$ cat config.mk
export PLATFORM = sky130hd
export DESIGN_NAME = alu_scheduler_flat
export DESIGN_NICKNAME = d
export VERILOG_FILES = /design/src/rtl/alu_sched_pkg.sv /design/src/rtl/alu_scheduler_if.sv /design/src/rtl/rr_pick.sv /design/src/rtl/alu_scheduler.sv /design/src/flat_wrapper.sv
export SDC_FILE = /design/constraint.sdc
export NUM_CORES = 1
export LEC_CHECK = 0
export BUFFER_PORTS_ARGS = -buffer_cell sky130_fd_sc_hd__buf_2
export CAP_MARGIN = 20
export CORE_MARGIN = 4
export CORE_UTILIZATION = 45
export CTS_CLUSTER_SIZE = 12
export DETAILED_ROUTE_END_ITERATION = 6
export GPL_TIMING_DRIVEN = 0
export PLACE_DENSITY = 0.8
export SYNTH_ARGS = -nofsm -noshare
export SYNTH_HDL_FRONTEND = slang
export SYNTH_SLANG_ARGS = --single-unit
$ cat constraint.sdc
create_clock -name clk -period 9 [get_ports clk]
set_clock_uncertainty 0.15 [all_clocks]
set_input_delay 0.45 -clock clk [delete_from_list [all_inputs] [get_ports clk]]
set_output_delay 0.45 -clock clk [all_outputs]
set_load 0.02 [all_outputs]
$ cat src/rtl/alu_sched_pkg.sv
// Shared definitions for the ALU scheduler: FSM state encoding and watchdog counter sizing.
package alu_sched_pkg;

    typedef enum logic [2:0] {
        S_IDLE   = 3'd0,
        S_CLEAR  = 3'd1,
        S_SETTLE = 3'd2,
        S_START  = 3'd3,
        S_WAIT   = 3'd4,
        S_RESP   = 3'd5
    } state_t;

    localparam int DEF_TIMEOUT = 64;

    // Watchdog counter must be able to hold the value TIMEOUT itself.
    function automatic int cnt_width(input int timeout);
        return $clog2(timeout + 1);
    endfunction

endpackage

$ cat src/rtl/alu_scheduler_if.sv
// Signal bundle between the scheduler, its requesters and the shared ALU.
// master is the scheduler view; slave is the requester/ALU view.
interface alu_scheduler_if #(
    parameter int WIDTH   = 4,
    parameter int NUM_REQ = 4
);
    logic [NUM_REQ-1:0]       req;
    logic [NUM_REQ*WIDTH-1:0] req_opcode;
    logic [NUM_REQ*WIDTH-1:0] req_in1;
    logic [NUM_REQ*WIDTH-1:0] req_in2;
    logic [NUM_REQ-1:0]       grant;
    logic [NUM_REQ-1:0]       resp_valid;
    logic [WIDTH-1:0]         resp_high;
    logic [WIDTH-1:0]         resp_low;
    logic                     resp_flag;
    logic                     resp_error;
    logic                     alu_clear;
    logic                     alu_start;
    logic [WIDTH-1:0]         alu_opcode;
    logic [WIDTH-1:0]         alu_in1;
    logic [WIDTH-1:0]         alu_in2;
    logic [WIDTH-1:0]         alu_high;
    logic [WIDTH-1:0]         alu_low;
    logic                     alu_flag;
    logic                     alu_done;

    modport master (
        input  req, req_opcode, req_in1, req_in2,
        input  alu_high, alu_low, alu_flag, alu_done,
        output grant, resp_valid, resp_high, resp_low, resp_flag, resp_error,
        output alu_clear, alu_start, alu_opcode, alu_in1, alu_in2
    );

    modport slave (
        output req, req_opcode, req_in1, req_in2,
        output alu_high, alu_low, alu_flag, alu_done,
        input  grant, resp_valid, resp_high, resp_low, resp_flag, resp_error,
        input  alu_clear, alu_start, alu_opcode, alu_in1, alu_in2
    );
endinterface

$ cat src/rtl/rr_pick.sv
// Combinational round-robin selector: first set request searching upward from last+1.
// Zero latency; o_vld low when no request is pending.
module rr_pick #(
    parameter int NUM_REQ = 4,
    parameter int IDX_W   = $clog2(NUM_REQ)
) (
    input  logic [NUM_REQ-1:0] i_req,
    input  logic [IDX_W-1:0]   i_last,
    output logic [NUM_REQ-1:0] o_pick,
    output logic [IDX_W-1:0]   o_idx,
    output logic               o_vld
);
    logic [IDX_W-1:0] w_cand;

    always_comb begin
        o_pick = '0;
        o_idx  = '0;
        o_vld  = 1'b0;
        w_cand = '0;
        for (int k = 1; k <= NUM_REQ; k++) begin
            w_cand = IDX_W'((int'(i_last) + k) % NUM_REQ);
            if (!o_vld && i_req[w_cand]) begin
                o_vld          = 1'b1;
                o_idx          = w_cand;
                o_pick[w_cand] = 1'b1;
            end
        end
    end
endmodule

$ cat src/rtl/alu_scheduler.sv
// Shares one ALU among NUM_REQ requesters: grant, clear, settle, start, wait for done, respond.
// One operation per D+5 cycles; a watchdog aborts WAIT after TIMEOUT cycles with resp_error.
module alu_scheduler
    import alu_sched_pkg::*;
#(
    parameter int WIDTH   = 4,
    parameter int NUM_REQ = 4,
    parameter int TIMEOUT = DEF_TIMEOUT
) (
    input  logic            clk,
    input  logic            reset,
    alu_scheduler_if.master bus
);
    localparam int IDX_W = $clog2(NUM_REQ);
    localparam int CNT_W = cnt_width(TIMEOUT);

    state_t             r_state, w_state_nxt;
    logic [IDX_W-1:0]   r_last, w_last_nxt;
    logic [CNT_W-1:0]   r_cnt, w_cnt_nxt;
    logic [NUM_REQ-1:0] r_grant, w_grant_nxt;
    logic [NUM_REQ-1:0] r_resp_vld, w_resp_vld_nxt;
    logic               r_clear, w_clear_nxt;
    logic               r_start, w_start_nxt;
    logic [WIDTH-1:0]   r_opc, w_opc_nxt;
    logic [WIDTH-1:0]   r_in1, w_in1_nxt;
    logic [WIDTH-1:0]   r_in2, w_in2_nxt;
    logic [WIDTH-1:0]   r_high, w_high_nxt;
    logic [WIDTH-1:0]   r_low, w_low_nxt;
    logic               r_flag, w_flag_nxt;
    logic               r_err, w_err_nxt;

    logic [NUM_REQ-1:0] w_pick;
    logic [IDX_W-1:0]   w_pick_idx;
    logic               w_pick_vld;

    rr_pick #(.NUM_REQ(NUM_REQ), .IDX_W(IDX_W)) u_rr_pick (
        .i_req  (bus.req),
        .i_last (r_last),
        .o_pick (w_pick),
        .o_idx  (w_pick_idx),
        .o_vld  (w_pick_vld)
    );

    always_comb begin
        w_state_nxt    = r_state;
        w_last_nxt     = r_last;
        w_cnt_nxt      = r_cnt;
        w_grant_nxt    = '0;
        w_resp_vld_nxt = '0;
        w_clear_nxt    = 1'b0;
        w_start_nxt    = 1'b0;
        w_opc_nxt      = r_opc;
        w_in1_nxt      = r_in1;
        w_in2_nxt      = r_in2;
        w_high_nxt     = r_high;
        w_low_nxt      = r_low;
        w_flag_nxt     = r_flag;
        w_err_nxt      = r_err;
        case (r_state)
            S_IDLE: begin
                if (w_pick_vld) begin
                    w_grant_nxt = w_pick;
                    w_last_nxt  = w_pick_idx;
                    w_opc_nxt   = bus.req_opcode[w_pick_idx*WIDTH +: WIDTH];
                    w_in1_nxt   = bus.req_in1[w_pick_idx*WIDTH +: WIDTH];
                    w_in2_nxt   = bus.req_in2[w_pick_idx*WIDTH +: WIDTH];
                    w_state_nxt = S_CLEAR;
                end
            end
            S_CLEAR: begin
                w_clear_nxt = 1'b1;
                w_state_nxt = S_SETTLE;
            end
            S_SETTLE: w_state_nxt = S_START;
            S_START: begin
                w_start_nxt = 1'b1;
                w_cnt_nxt   = '0;
                w_state_nxt = S_WAIT;
            end
            S_WAIT: begin
                // done is checked first so a completion on the timeout cycle is kept
                if (bus.alu_done) begin
                    w_high_nxt     = bus.alu_high;
                    w_low_nxt      = bus.alu_low;
                    w_flag_nxt     = bus.alu_flag;
                    w_err_nxt      = 1'b0;
                    w_resp_vld_nxt = NUM_REQ'(1) << r_last;
                    w_state_nxt    = S_RESP;
                end else if (r_cnt == CNT_W'(TIMEOUT)) begin
                    w_high_nxt     = '0;
                    w_low_nxt      = '0;
                    w_flag_nxt     = 1'b0;
                    w_err_nxt      = 1'b1;
                    w_resp_vld_nxt = NUM_REQ'(1) << r_last;
                    w_state_nxt    = S_RESP;
                end else begin
                    w_cnt_nxt = r_cnt + CNT_W'(1);
                end
            end
            S_RESP:  w_state_nxt = S_IDLE;
            default: w_state_nxt = S_IDLE;
        endcase
    end

    always_ff @(posedge clk or negedge reset) begin
        if (!reset) begin
            r_state    <= S_IDLE;
            r_last     <= IDX_W'(NUM_REQ - 1);
            r_cnt      <= '0;
            r_grant    <= '0;
            r_resp_vld <= '0;
            r_clear    <= 1'b0;
            r_start    <= 1'b0;
            r_opc      <= '0;
            r_in1      <= '0;
            r_in2      <= '0;
            r_high     <= '0;
            r_low      <= '0;
            r_flag     <= 1'b0;
            r_err      <= 1'b0;
        end else begin
            r_state    <= w_state_nxt;
            r_last     <= w_last_nxt;
            r_cnt      <= w_cnt_nxt;
            r_grant    <= w_grant_nxt;
            r_resp_vld <= w_resp_vld_nxt;
            r_clear    <= w_clear_nxt;
            r_start    <= w_start_nxt;
            r_opc      <= w_opc_nxt;
            r_in1      <= w_in1_nxt;
            r_in2      <= w_in2_nxt;
            r_high     <= w_high_nxt;
            r_low      <= w_low_nxt;
            r_flag     <= w_flag_nxt;
            r_err      <= w_err_nxt;
        end
    end

    assign bus.grant      = r_grant;
    assign bus.resp_valid = r_resp_vld;
    assign bus.resp_high  = r_high;
    assign bus.resp_low   = r_low;
    assign bus.resp_flag  = r_flag;
    assign bus.resp_error = r_err;
    assign bus.alu_clear  = r_clear;
    assign bus.alu_start  = r_start;
    assign bus.alu_opcode = r_opc;
    assign bus.alu_in1    = r_in1;
    assign bus.alu_in2    = r_in2;
endmodule

$ cat src/flat_wrapper.sv
// flat-port wrapper written by rule: the top's interface ports become plain ports
module alu_scheduler_flat import alu_sched_pkg::*;
#(
    parameter int WIDTH   = 4,
    parameter int NUM_REQ = 4,
    parameter int TIMEOUT = DEF_TIMEOUT
)
  (clk, reset, bus_req, bus_req_opcode, bus_req_in1, bus_req_in2, bus_alu_high, bus_alu_low, bus_alu_flag, bus_alu_done, bus_grant, bus_resp_valid, bus_resp_high, bus_resp_low, bus_resp_flag, bus_resp_error, bus_alu_clear, bus_alu_start, bus_alu_opcode, bus_alu_in1, bus_alu_in2);
  alu_scheduler_if #(.WIDTH(WIDTH), .NUM_REQ(NUM_REQ)) bus_i ();
  input  logic clk;
  input  logic reset;
  input wire logic [$bits(bus_i.req)-1:0] bus_req;
  input wire logic [$bits(bus_i.req_opcode)-1:0] bus_req_opcode;
  input wire logic [$bits(bus_i.req_in1)-1:0] bus_req_in1;
  input wire logic [$bits(bus_i.req_in2)-1:0] bus_req_in2;
  input wire logic [$bits(bus_i.alu_high)-1:0] bus_alu_high;
  input wire logic [$bits(bus_i.alu_low)-1:0] bus_alu_low;
  input wire logic [$bits(bus_i.alu_flag)-1:0] bus_alu_flag;
  input wire logic [$bits(bus_i.alu_done)-1:0] bus_alu_done;
  output wire logic [$bits(bus_i.grant)-1:0] bus_grant;
  output wire logic [$bits(bus_i.resp_valid)-1:0] bus_resp_valid;
  output wire logic [$bits(bus_i.resp_high)-1:0] bus_resp_high;
  output wire logic [$bits(bus_i.resp_low)-1:0] bus_resp_low;
  output wire logic [$bits(bus_i.resp_flag)-1:0] bus_resp_flag;
  output wire logic [$bits(bus_i.resp_error)-1:0] bus_resp_error;
  output wire logic [$bits(bus_i.alu_clear)-1:0] bus_alu_clear;
  output wire logic [$bits(bus_i.alu_start)-1:0] bus_alu_start;
  output wire logic [$bits(bus_i.alu_opcode)-1:0] bus_alu_opcode;
  output wire logic [$bits(bus_i.alu_in1)-1:0] bus_alu_in1;
  output wire logic [$bits(bus_i.alu_in2)-1:0] bus_alu_in2;
  assign bus_i.req = bus_req;
  assign bus_i.req_opcode = bus_req_opcode;
  assign bus_i.req_in1 = bus_req_in1;
  assign bus_i.req_in2 = bus_req_in2;
  assign bus_i.alu_high = bus_alu_high;
  assign bus_i.alu_low = bus_alu_low;
  assign bus_i.alu_flag = bus_alu_flag;
  assign bus_i.alu_done = bus_alu_done;
  assign bus_grant = bus_i.grant;
  assign bus_resp_valid = bus_i.resp_valid;
  assign bus_resp_high = bus_i.resp_high;
  assign bus_resp_low = bus_i.resp_low;
  assign bus_resp_flag = bus_i.resp_flag;
  assign bus_resp_error = bus_i.resp_error;
  assign bus_alu_clear = bus_i.alu_clear;
  assign bus_alu_start = bus_i.alu_start;
  assign bus_alu_opcode = bus_i.alu_opcode;
  assign bus_alu_in1 = bus_i.alu_in1;
  assign bus_alu_in2 = bus_i.alu_in2;
  alu_scheduler #(.WIDTH(WIDTH), .NUM_REQ(NUM_REQ), .TIMEOUT(TIMEOUT)) u_core (.clk(clk), .reset(reset), .bus(bus_i));
endmodule
==> impl_metrics.env <==
export IMPL_dieArea_um2=7220
export IMPL_post_synth_top_area_fraction=0.394
export IMPL_routed_wl_mm=6.74
export IMPL_antenna_left=0
export IMPL_drive_gt1_frac=0.366
export IMPL_dr_pass1_iters=4
export IMPL_grt_overflow=0
export IMPL_use_met3=0.0563
export IMPL_finalCritPeriodShare=0.412
export IMPL_p_int_uw=673
export IMPL_synth_warnings=0
export IMPL_crit_fanout=10
export IMPL_grt_pass1_vias=2449
export IMPL_critPathKind="reg2reg"
export IMPL_finalPower_mw=1.21
export IMPL_p_switching_uw=540
export IMPL_avgSynthCellArea_um2=10.3
export IMPL_synth_ff_type="dfrtp_1"
export IMPL_maxSlewViolCount=0
export IMPL_post_route_drc_count=0
export IMPL_grt_setup_unrepaired="false"
export IMPL_dp_hpwl_mm=5.10
export IMPL_io_buffers=94
export IMPL_core_area_um2=5640
export IMPL_vdd_ir_drop_max_v=0.000226
export IMPL_yosys_top_cells_area="dfrtp_1 39%, mux2i_1 6.8%, ha_1 4.7%, mux2_2 3.8%, nor2_1 3.4%"
export IMPL_p_seq_frac=0.265
export IMPL_synth_common_cells="42 x dfrtp_1, 24 x nor2_1, 18 x mux2i_1, 18 x nand2_1, 15 x o21ai_0"
export IMPL_syn2layout_area_growth_pct=26.7
export IMPL_crit_top_cell="buf_6"
export IMPL_syn_num_nets=333
export IMPL_grtUsageTotal=0.191
export IMPL_synth_cell_types=51
export IMPL_htreeDepth=2
export IMPL_clock_sinks=44
export IMPL_top_usage_layer="met2"
export IMPL_vias_per_cell=5.51
export IMPL_grt_start_max_net_pins=45
export IMPL_hold_path_class="in2reg"
export IMPL_worstMarginPinSlew_ps=668
export IMPL_diodes=0
export IMPL_synth_edff_count=0
export IMPL_synth_top_cell_by_area="dfrtp_1"
export IMPL_utilization=0.599
export IMPL_max_freq_ghz=0.269
export IMPL_grt_pass1_wl_mm=11.4
export IMPL_place_congestion=0.795
export IMPL_cts_tree="built"
export IMPL_num_rows=27
export IMPL_max_stage_delay_ps=600
export IMPL_crit_arrival_ps=3730
export IMPL_path_clk_slew_ps=90
export IMPL_hold_ws_ps=221
export IMPL_netlist_area_um2=2670
export IMPL_setup_viol=0
export IMPL_cp_start_kind="register"
export IMPL_p_sw_frac=0.445
export IMPL_status="finished, final reports clean"
export IMPL_clockBufferDepth=2
export IMPL_ys_ff_latch=44
export IMPL_grtUsageMet1=0.242
export IMPL_grtUsageMet2=0.323
export IMPL_fin_setup_tns_ps=0
export IMPL_maxCapViolCount=0
export IMPL_final_nets=436
export IMPL_pin_count=96
export IMPL_cts_root_buffer="clkbuf_8"
export IMPL_wl_per_cell_um=15.5
export IMPL_hold_viol=0
export IMPL_synthCells=259
export IMPL_die_y_um=85.0
export IMPL_synth_most_common_cell="dfrtp_1"
export IMPL_die_w_um=85.0
export IMPL_cts_buffers=5
export IMPL_drtIter0Drc=82
export IMPL_antenna_found_initial=0
export IMPL_cp_end_kind="register"
export IMPL_relSlewSlack=0.552
export IMPL_comb_power_share=0.604
export IMPL_async_flop_share=1.00
export IMPL_crit_slowest_cell="dfstp_2"
export IMPL_crit_chain="buf_6 > clkbuf_1 > inv_1 > ha_1 > mux4_2 > nor2b_2 > or2_1 > a21boi_4 > buf_6 > mux2i_1 > o221ai_2"
export IMPL_period_minus_slack_ps=3710
export IMPL_power_density_nw_per_um2=359
export IMPL_critical_path_required_ps=9020
export IMPL_power_leakage_nw=1.67
export IMPL_power_frac_clock=0.131
export IMPL_vias=2398
export IMPL_n_fill_cell=487
export IMPL_start_util=0.473
export IMPL_ys_seq_area_frac=0.414
export IMPL_clk_latency_ps=300
-- layout make-up --
| class | instances | area (um^2) | share of cell area |
|---|---|---|---|
| Clock inverter | 2 | 38.8 | 0.0115 |
| Buffer | 16 | 78.8 | 0.0233 |
| Clock buffer | 6 | 82.6 | 0.0244 |
| Sequential cell | 44 | 1100 | 0.327 |
| Inverter | 7 | 26.3 | 0.00777 |
| Multi-Input combinational cell | 192 | 1460 | 0.432 |
| Timing Repair Buffer | 96 | 500 | 0.148 |
| Tap cell | 72 | 90.1 | 0.0267 |
-- cell families (layout without fill, tap and decap cells) --
group | after synthesis | count (layout) | synth area share
adder cells (fa/ha/maj) | 10 | 10 | 0.0469
AO/OA/AOI/OAI | 71 | 71 | 0.210
multiplexers | 29 | 29 | 0.122
flip-flops | 44 | 44 | 0.414
AND/OR/NAND/NOR | 75 | 75 | 0.144
buffers and inverters | 23 | 127 | 0.0394
XOR/XNOR | 7 | 7 | 0.0230
-- repair_timing --
| item | in CTS | in global routing |
|---|---|---|
| setup buffers | 0 | 0 |
| hold buffers | 0 | 1 |
| gates resized for setup | 0 | 0 |
| endpoints found under the hold margin | 0 | 17 |
-- metrics by stage --
stage | cells | setup WS (ps) | instance area, um^2
after floorplan | 259 | 5760 | 2670
after global placement | 425 | 5400 | 3230
after detailed placement | 425 | 5310 | 3230
after CTS | 433 | 5280 | 3350
after global routing | 435 | 5090 | 3380
final | 435 | 5290 | 3380
-- sequential cells by signal, summed over array words and instances, names as in the netlist --
register,cells
u_core.bus.alu_clear,1
u_core.bus.alu_in1,4
u_core.bus.alu_in2,4
u_core.bus.alu_opcode,4
u_core.bus.alu_start,1
u_core.bus.grant,4
u_core.bus.resp_error,1
u_core.bus.resp_flag,1
u_core.bus.resp_high,4
u_core.bus.resp_low,4
u_core.bus.resp_valid,4
u_core.r_cnt,7
u_core.r_last,2
u_core.r_state,3
-- worst max-delay path: cells and delay by family (launching register included) --
kind,cells,cell delay (ps)
adder cells (fa/ha/maj),1,410
multiplexers,2,600
AO/OA/AOI/OAI,2,400
buffers and inverters,4,940
AND/OR/NAND/NOR,2,480
flip-flops,1,600
-- cell usage in the layout, fill, tap and decap left out, types with 2 or more instances in the layout --
cell,n
buf_6,2
mux2i_1,18
nor3b_1,3
a21oi_1,3
and3_1,2
mux2_2,9
o221ai_1,6
and2_1,4
mux4_2,2
buf_2,97
nand2_1,18
o22ai_1,10
a22o_1,9
clkbuf_8,6
xnor2_1,3
clkbuf_1,11
o221ai_2,6
nand3_1,7
a21o_1,3
dfstp_2,2
a221oi_1,4
nand3b_1,3
xor2_1,4
nor3_1,2
o21ai_0,15
ha_1,10
dfrtp_1,42
inv_1,7
a22oi_1,4
o211ai_1,2
nor2_1,24
-- per-layer routing --
layer / routed length, um / vias up
li1: - / 1168
met1: 2930 / 1136
met2: 3250 / 87
met3: 506 / 7
met4: 57 / 0
met5: 0 / -
-- power by group through the flow --
stage / Clock (mW) / Sequential, mW / Combinational, mW
after detailed placement: 0 / 0.324 / 0.730
after global routing: 0.174 / 0.331 / 0.799
final: 0.159 / 0.322 / 0.733
after floorplan: 0 / 0.392 / 0.474
after CTS: 0.164 / 0.322 / 0.732
after global placement: 0 / 0.321 / 0.714
-- worst paths after layout --
path,endpoint,start,slack [ps],cells past startpoint
max,u_core.bus.alu_in2[2]$_DFFE_PN0P_,u_core.r_last[0]$_DFFE_PN1P_,5290,11
min,u_core.bus.resp_low[0]$_DFFE_PN0P_,bus_alu_low[0],220,2
max reg2reg,u_core.bus.alu_in2[2]$_DFFE_PN0P_,u_core.r_last[0]$_DFFE_PN1P_,5290,11
min reg2reg,u_core.bus.alu_in1[2]$_DFFE_PN0P_,u_core.bus.alu_in1[2]$_DFFE_PN0P_,340,2
max in group asynchronous,u_core.r_last[0]$_DFFE_PN1P_,reset,7700,3
min in group asynchronous,u_core.r_cnt[6]$_DFFE_PN0P_,reset,460,2
Power figures use the tool's default switching activity.
